--- src/rtl/fifo_reader_if.sv ---
// Registered VALID/READY output stream of the FIFO read controller.
// The master drives data and VALID; the slave returns READY.
interface fifo_reader_if #(
    parameter int WIDTH = 32
);
    logic [WIDTH-1:0] dataOut;
    logic             VALID;
    logic             READY;

    modport master (
        output dataOut,
        output VALID,
        input  READY
    );

    modport slave (
        input  dataOut,
        input  VALID,
        output READY
    );
endinterface

--- src/rtl/fifo_reader.sv ---
// Read-side controller for fifo_n: issues reads, absorbs the one-cycle read latency in a
// 2-entry skid buffer, and presents words on a registered VALID/READY stream with a delivered-word count.
module fifo_reader #(
    parameter int WIDTH = 32,
    parameter int CNT_W = 16
) (
    input  logic             Clk,
    input  logic             Rst,
    input  logic             EN,
    input  logic             EMPTY,
    input  logic [WIDTH-1:0] fifoData,
    output logic             RD,
    output logic [CNT_W-1:0] COUNT,
    fifo_reader_if.master    strm
);

    logic [1:0]       occ;
    logic             pend;
    logic [WIDTH-1:0] second_word;
    logic             pop;
    logic [2:0]       fill;
    logic [1:0]       slot;

    assign pop  = strm.VALID & strm.READY;
    // Occupancy after this edge; a read is only issued if its word will still fit.
    assign fill = {1'b0, occ} + {2'b00, pend} - {2'b00, pop};
    assign slot = occ - {1'b0, pop};
    assign RD   = Rst & EN & ~EMPTY & (fill < 3'd2);

    always_ff @(posedge Clk) begin
        if (!Rst) begin
            occ          <= 2'd0;
            pend         <= 1'b0;
            second_word  <= '0;
            strm.dataOut <= '0;
            strm.VALID   <= 1'b0;
            COUNT        <= '0;
        end else begin
            if (pop && occ == 2'd2) begin
                strm.dataOut <= second_word;
            end
            // The arriving word lands in the first free slot after the head has shifted.
            if (pend) begin
                if (slot == 2'd0) begin
                    strm.dataOut <= fifoData;
                end else begin
                    second_word <= fifoData;
                end
            end
            occ        <= fill[1:0];
            pend       <= RD;
            strm.VALID <= (fill != 3'd0);
            COUNT      <= COUNT + CNT_W'(pop);
        end
    end

    a_no_overflow : assert property (@(posedge Clk) disable iff (!Rst) fill <= 3'd2);

endmodule

--- src/flat_wrapper.sv ---
// flat-port wrapper written by rule: the top's interface ports become plain ports
module fifo_reader_flat 
#(
    parameter int WIDTH = 32,
    parameter int CNT_W = 16
)
  (Clk, Rst, EN, EMPTY, fifoData, RD, COUNT, strm_dataOut, strm_VALID, strm_READY);
  fifo_reader_if #(.WIDTH(WIDTH)) strm_i ();
  input  logic Clk;
  input  logic Rst;
  input  logic EN;
  input  logic EMPTY;
  input  logic [WIDTH-1:0] fifoData;
  output logic RD;
  output logic [CNT_W-1:0] COUNT;
  output wire logic [$bits(strm_i.dataOut)-1:0] strm_dataOut;
  output wire logic [$bits(strm_i.VALID)-1:0] strm_VALID;
  input wire logic [$bits(strm_i.READY)-1:0] strm_READY;
  assign strm_dataOut = strm_i.dataOut;
  assign strm_VALID = strm_i.VALID;
  assign strm_i.READY = strm_READY;
  fifo_reader #(.WIDTH(WIDTH), .CNT_W(CNT_W)) u_core (.Clk(Clk), .Rst(Rst), .EN(EN), .EMPTY(EMPTY), .fifoData(fifoData), .RD(RD), .COUNT(COUNT), .strm(strm_i));
endmodule
--- config.mk ---
export PLATFORM = sky130hd
export DESIGN_NAME = fifo_reader_flat
export DESIGN_NICKNAME = d
export VERILOG_FILES = /design/src/rtl/fifo_reader_if.sv /design/src/rtl/fifo_reader.sv /design/src/flat_wrapper.sv
export SDC_FILE = /design/constraint.sdc
export NUM_CORES = 1
export LEC_CHECK = 0
export CORE_MARGIN = 5
export CORE_UTILIZATION = 66
export DETAILED_ROUTE_END_ITERATION = 8
export DONT_BUFFER_PORTS = 1
export HOLD_SLACK_MARGIN = 0.15
export PLACE_DENSITY = 0.91
export SLEW_MARGIN = 20
export SYNTH_ARGS = -nofsm -noshare
export SYNTH_HDL_FRONTEND = slang
export SYNTH_SLANG_ARGS = --single-unit
export TNS_END_PERCENT = 10
--- constraint.sdc ---
create_clock -name Clk -period 5.62 [get_ports Clk]
set_input_delay 0.281 -clock Clk [delete_from_list [all_inputs] [get_ports Clk]]
set_output_delay 0.281 -clock Clk [all_outputs]
set_load 0.03 [all_outputs]
Word-level counts from Yosys, hierarchy flattened
Cells that the tools add are included.
- output and inout bits: 50
- register bits after elaboration: 84
- word-level logic and storage cells: 25
- reductions and logical operators: 4
- bitwise operators: 6
- $lt $le $gt $ge: 1
- equality and inequality tests: 1
- mux-type cells: 3
- add/sub/neg operators: 4
- operators by type and width (kind ; number):
    $mux W32 ; 3
    $add A16 B1 Y16 ; 1
    $and A1 B1 Y1 ; 4
    $add A2 B1 Y3 ; 1
    $lt A3 B2 Y1 const B ; 1
    $reduce_bool A3 Y1 ; 1
    $sub A3 B1 Y3 ; 1
    $eq A2 B2 Y1 const B ; 1
    $logic_not A2 Y1 ; 1
    $not A1 Y1 ; 2
    $reduce_and A2 Y1 ; 1
    $sub A2 B1 Y2 ; 1
    $logic_and A1 B1 Y1 ; 1

Logic depth before layout (Yosys ltp)
- depth in word-level cells: 5
- mapped depth: 11

Worst setup path before layout
No wires, ideal clock.
- path kind: reg-to-output
- from: register u_core.strm.VALID
- to: output port RD
- stages on the path, launching flop included: 8
- required time: 5.339 ns
- arrival time: 2.935 ns
- buffers on the path: 2
- slack: 2.404 ns
- cells stage by stage: dfxtp_1 and3b_1 buf_2 clkbuf_1 or2_2 ha_1 fa_1 nor4_1
- word-level cells in the longest chain between the ends: 4
- ends and longest elaborated chain (element ; line ; source):
    start, declared ; fifo_reader_if.sv:12 ; output VALID,
    start signal, assigned ; fifo_reader.sv:52 ; strm.VALID <= (fill != 3'd0);
    $and A1 B1 Y1 ; fifo_reader.sv:24 ; assign pop = strm.VALID & strm.READY;
    $sub A3 B1 Y3 ; fifo_reader.sv:26 ; assign fill = {1'b0, occ} + {2'b00, pend} - {2'b00, pop};
    via u_core.fill[1] ; fifo_reader.sv:21 ; logic [2:0] fill;
    $lt A3 B2 Y1 ; fifo_reader.sv:28 ; assign RD = Rst & EN & ~EMPTY & (fill < 3'd2);
    $and A1 B1 Y1 ; fifo_reader.sv:28 ;
    end, declared ; flat_wrapper.sv:14 ; output logic RD;
The timed path passes the listed nets, and every way through them passes these cells.

Worst setup path in the final report
Same ends and word-level chain as after synthesis.

==> impl_metrics.yaml <==
run_status:
  status: "finished clean"
timing:
  fmax_mhz: 278
  slew_headroom: 0.267
  tightest_slew_ns: 1.10
  post-route-period-util: 0.641
  setup_tns_ns: 0
  grt_setup_unrepaired: "no"
  fin_skew_ns: 0.0103
  drv_slew: 0
  setup_violations: 0
  layout_min_cycle_time_ns: 3.60
  hold_viol: 0
die:
  core-area_sq_um: 5510
  rows: 27
  dieArea_sq_um: 7270
  chipHeight_um: 85.3
  start_util: 0.679
  io_pins: 87
  die_x_um: 85.3
routing:
  vias: 3020
  firstDrtPassIters: 5
  viasPerCell: 6.18
  post_drt_wl_per_cell_um: 17.7
  ant_nets: 0
  drt_iter0_markers: 214
  wl_mm: 8.65
  drc: 0
setup_path:
  worst-path-max-fanout: 19
  r2r-start: "u_core.strm.VALID$_SDFF_PN0_"
  timing.critical_path.from: "u_core.strm.VALID$_SDFF_PN0_"
  slowest_stage: "and3b_1"
  cp-endpoint: "RD"
  reg2reg_depth: 9
  endpoint_kind: "output pin"
  worstPathArrival_ns: 3.32
  cpPeakStageDelay_ns: 0.73
  worst-setup-path-type: "reg2out"
  reg2reg_to: "u_core.strm.dataOut[1]$_SDFF_PN0_"
  rrSetupSlack_ns: 2.06
  crit_chain: "and3b_1 -> buf_4 -> or2_2 -> ha_1 -> fa_1 -> nor4_1 -> buf_4"
  critPathMostFrequentCell: "buf_4"
  critPathRequiredTime_ns: 5.34
  cp-start-kind: "flop"
clock_tree:
  cts.sinks: 84
  cts_made_buffers: 9
  clk_latency_ns: 0.35
  postCtsSetupBuffers: 0
  h-tree-depth: 3
  post_cts_resized: 0
  cts_max_path_buffers: 2
  root_buffer: "clkbuf_8"
  path_clk_slew_ns: 0.08
  cts_tree: "done"
power_and_ir_drop:
  leakage_nw: 1.67
  power_density_nw_per_um2: 356
  peakVddDrop_mv: 0.247
yosys:
  yosys_warnings: 0
  syn_area_per_cell_sq_um: 9.44
  synth-seq-area-share: 0.450
  ys_ff_latch: 84
  syn_area_sq_um: 3740
  synth_cells: 396
  synth_nets: 438
  ys_types: 31
final_layout:
  area_delta_synth_final_pct: 14.2
  final_util: 0.775
  diodes: 0
  layout-drive-gt1-share: 0.0576
  fin_nets: 454
  nFillCells: 388
global_routing:
  grt-ovfl-total: 0
  grt_pass1_wl_mm: 14.5
  antenna_found_initial: 0
  grt_max_degree: 111
  grt_pass1_vias: 2998
  grt_usage: 0.247
job:
  cap_violations: 0
min_path:
  hp-class: "in2reg"
placed_design:
  dp_hpwl_mm: 5.14
  place_congestion: 0.770
  io_buffers: 0
## layer usage
metal,global-route usage,part of all wire,up-vias
li1,-,-,1471
met1,0.293,0.40,1427
met2,0.405,0.50,101
met3,0.0786,0.066,21
met4,0.111,0.026,0
met5,0,0,-
## synth_stat cells
master / instances / share of area
or2_2: 1 / 0.0017
clkinv_1: 1 / 0.0010
o31ai_1: 4 / 0.0080
nand3_1: 5 / 0.0067
nand4b_1: 1 / 0.0023
and3b_1: 1 / 0.0023
o41ai_1: 32 / 0.075
fa_1: 1 / 0.0054
nor3_1: 1 / 0.0013
or4_1: 4 / 0.0080
ha_1: 4 / 0.013
nor2_1: 4 / 0.0040
clkbuf_1: 21 / 0.021
a21oi_1: 38 / 0.051
nand2_1: 74 / 0.074
xnor2_1: 2 / 0.0047
o21ai_0: 2 / 0.0027
buf_6: 6 / 0.018
nand2b_1: 6 / 0.010
mux2i_1: 69 / 0.18
inv_1: 5 / 0.0050
xor2_1: 2 / 0.0047
or3_1: 3 / 0.0050
and2_1: 5 / 0.0084
nor4_1: 7 / 0.012
buf_1: 2 / 0.0020
nand4_1: 3 / 0.0050
o31a_1: 1 / 0.0023
a21boi_1: 1 / 0.0020
buf_2: 6 / 0.0080
dfxtp_1: 84 / 0.45
## cell families after synthesis
kind of cell               synth area share
AOI/OAI and AO/OA                     0.141
xor gates and xnor gates            0.00938
adders and majority gates            0.0187
buffers and inverters                0.0552
DFF                                   0.450
muxes                                 0.185
and+or+nand+nor                       0.141
## area by class of cell
cell class | count | area [sq um] | share of cell area
Timing Repair Buffer | 40 | 408 | 0.0956
Multi-Input combinational cell | 271 | 1860 | 0.437
Tap cell | 72 | 90.1 | 0.0211
Sequential cell | 84 | 1680 | 0.394
Clock inverter | 4 | 47.5 | 0.0111
Clock buffer | 12 | 155 | 0.0364
Inverter | 6 | 22.5 | 0.00528
## per-stage QoR
step / cell area, sq um / total power, W / hold slack, ns / cells / setup WS, ns
floorplan: 3740 / 0.00101 / 0.359 / 396 / 2.40
global placement: 3690 / 0.00105 / 0.362 / 437 / 2.30
detailed placement: 3690 / 0.00106 / 0.364 / 437 / 2.14
CTS: 4270 / 0.00152 / 0.151 / 489 / 1.96
global route: 4270 / 0.00160 / 0.151 / 489 / 1.82
finish: 4270 / 0.00152 / 0.159 / 489 / 2.02
## critical path, delay by kind of cell, from the launching register on
kind,cells,cell delay [ns]
simple gates,3,1.18
buf+inv,2,0.57
flops,1,0.62
fa+ha+maj,2,0.61
## cell usage in the layout, fill, tap and decap left out, types with 2 or more instances in the layout
cell type,netlist,routed
inv_1,5,5
a21oi_1,38,38
nor2_1,4,4
mux2i_1,69,69
nand3_1,5,5
o31ai_1,4,4
xor2_1,2,2
o21ai_0,2,2
nand4_1,3,3
o41ai_1,32,32
xnor2_1,2,2
dfxtp_1,84,84
nand2_1,74,74
dlygate4sd3_1,0,35
clkinv_2,0,2
or4_1,4,4
nand2b_1,6,6
or3_1,3,2
buf_4,0,4
clkbuf_8,0,11
ha_1,4,4
and2_1,5,5
nor4_1,7,7
## sequential cells by signal (all words and copies together), names as in the netlist
| register | count |
|---|---|
| u_core.second_word | 32 |
| u_core.occ | 2 |
| u_core.pend | 1 |
| u_core.strm.dataOut | 32 |
| u_core.COUNT | 16 |
| u_core.strm.VALID | 1 |
## where the power goes
part           internal [W]  switching [W]  total (W)
sequential         0.000659       0.000131   0.000790
combinational      0.000118       0.000174   0.000292
clock              0.000228       0.000207   0.000435
total               0.00101       0.000512    0.00152
## worst min-delay path by stage
| stage | from | endpoint | slack, ns | depth (start not counted) |
|---|---|---|---|---|
| 2_1_floorplan | EMPTY | u_core.pend$_SDFF_PN0_ | 0.36 | 1 |
| 3_3_place_gp | EMPTY | u_core.pend$_SDFF_PN0_ | 0.36 | 1 |
| 3_5_place_dp | EMPTY | u_core.pend$_SDFF_PN0_ | 0.36 | 1 |
| 4_1_cts | fifoData[5] | u_core.strm.dataOut[5]$_SDFF_PN0_ | 0.15 | 2 |
| 5_1_grt | fifoData[25] | u_core.strm.dataOut[25]$_SDFF_PN0_ | 0.15 | 2 |
| 6_report | fifoData[29] | u_core.strm.dataOut[29]$_SDFF_PN0_ | 0.16 | 2 |
## repair_timing
action                     CTS  global route
hold endpoints to repair    74             0
setup endpoints to repair    0             0
hold buffers                36             0
(Power assumes the default switching activity.)
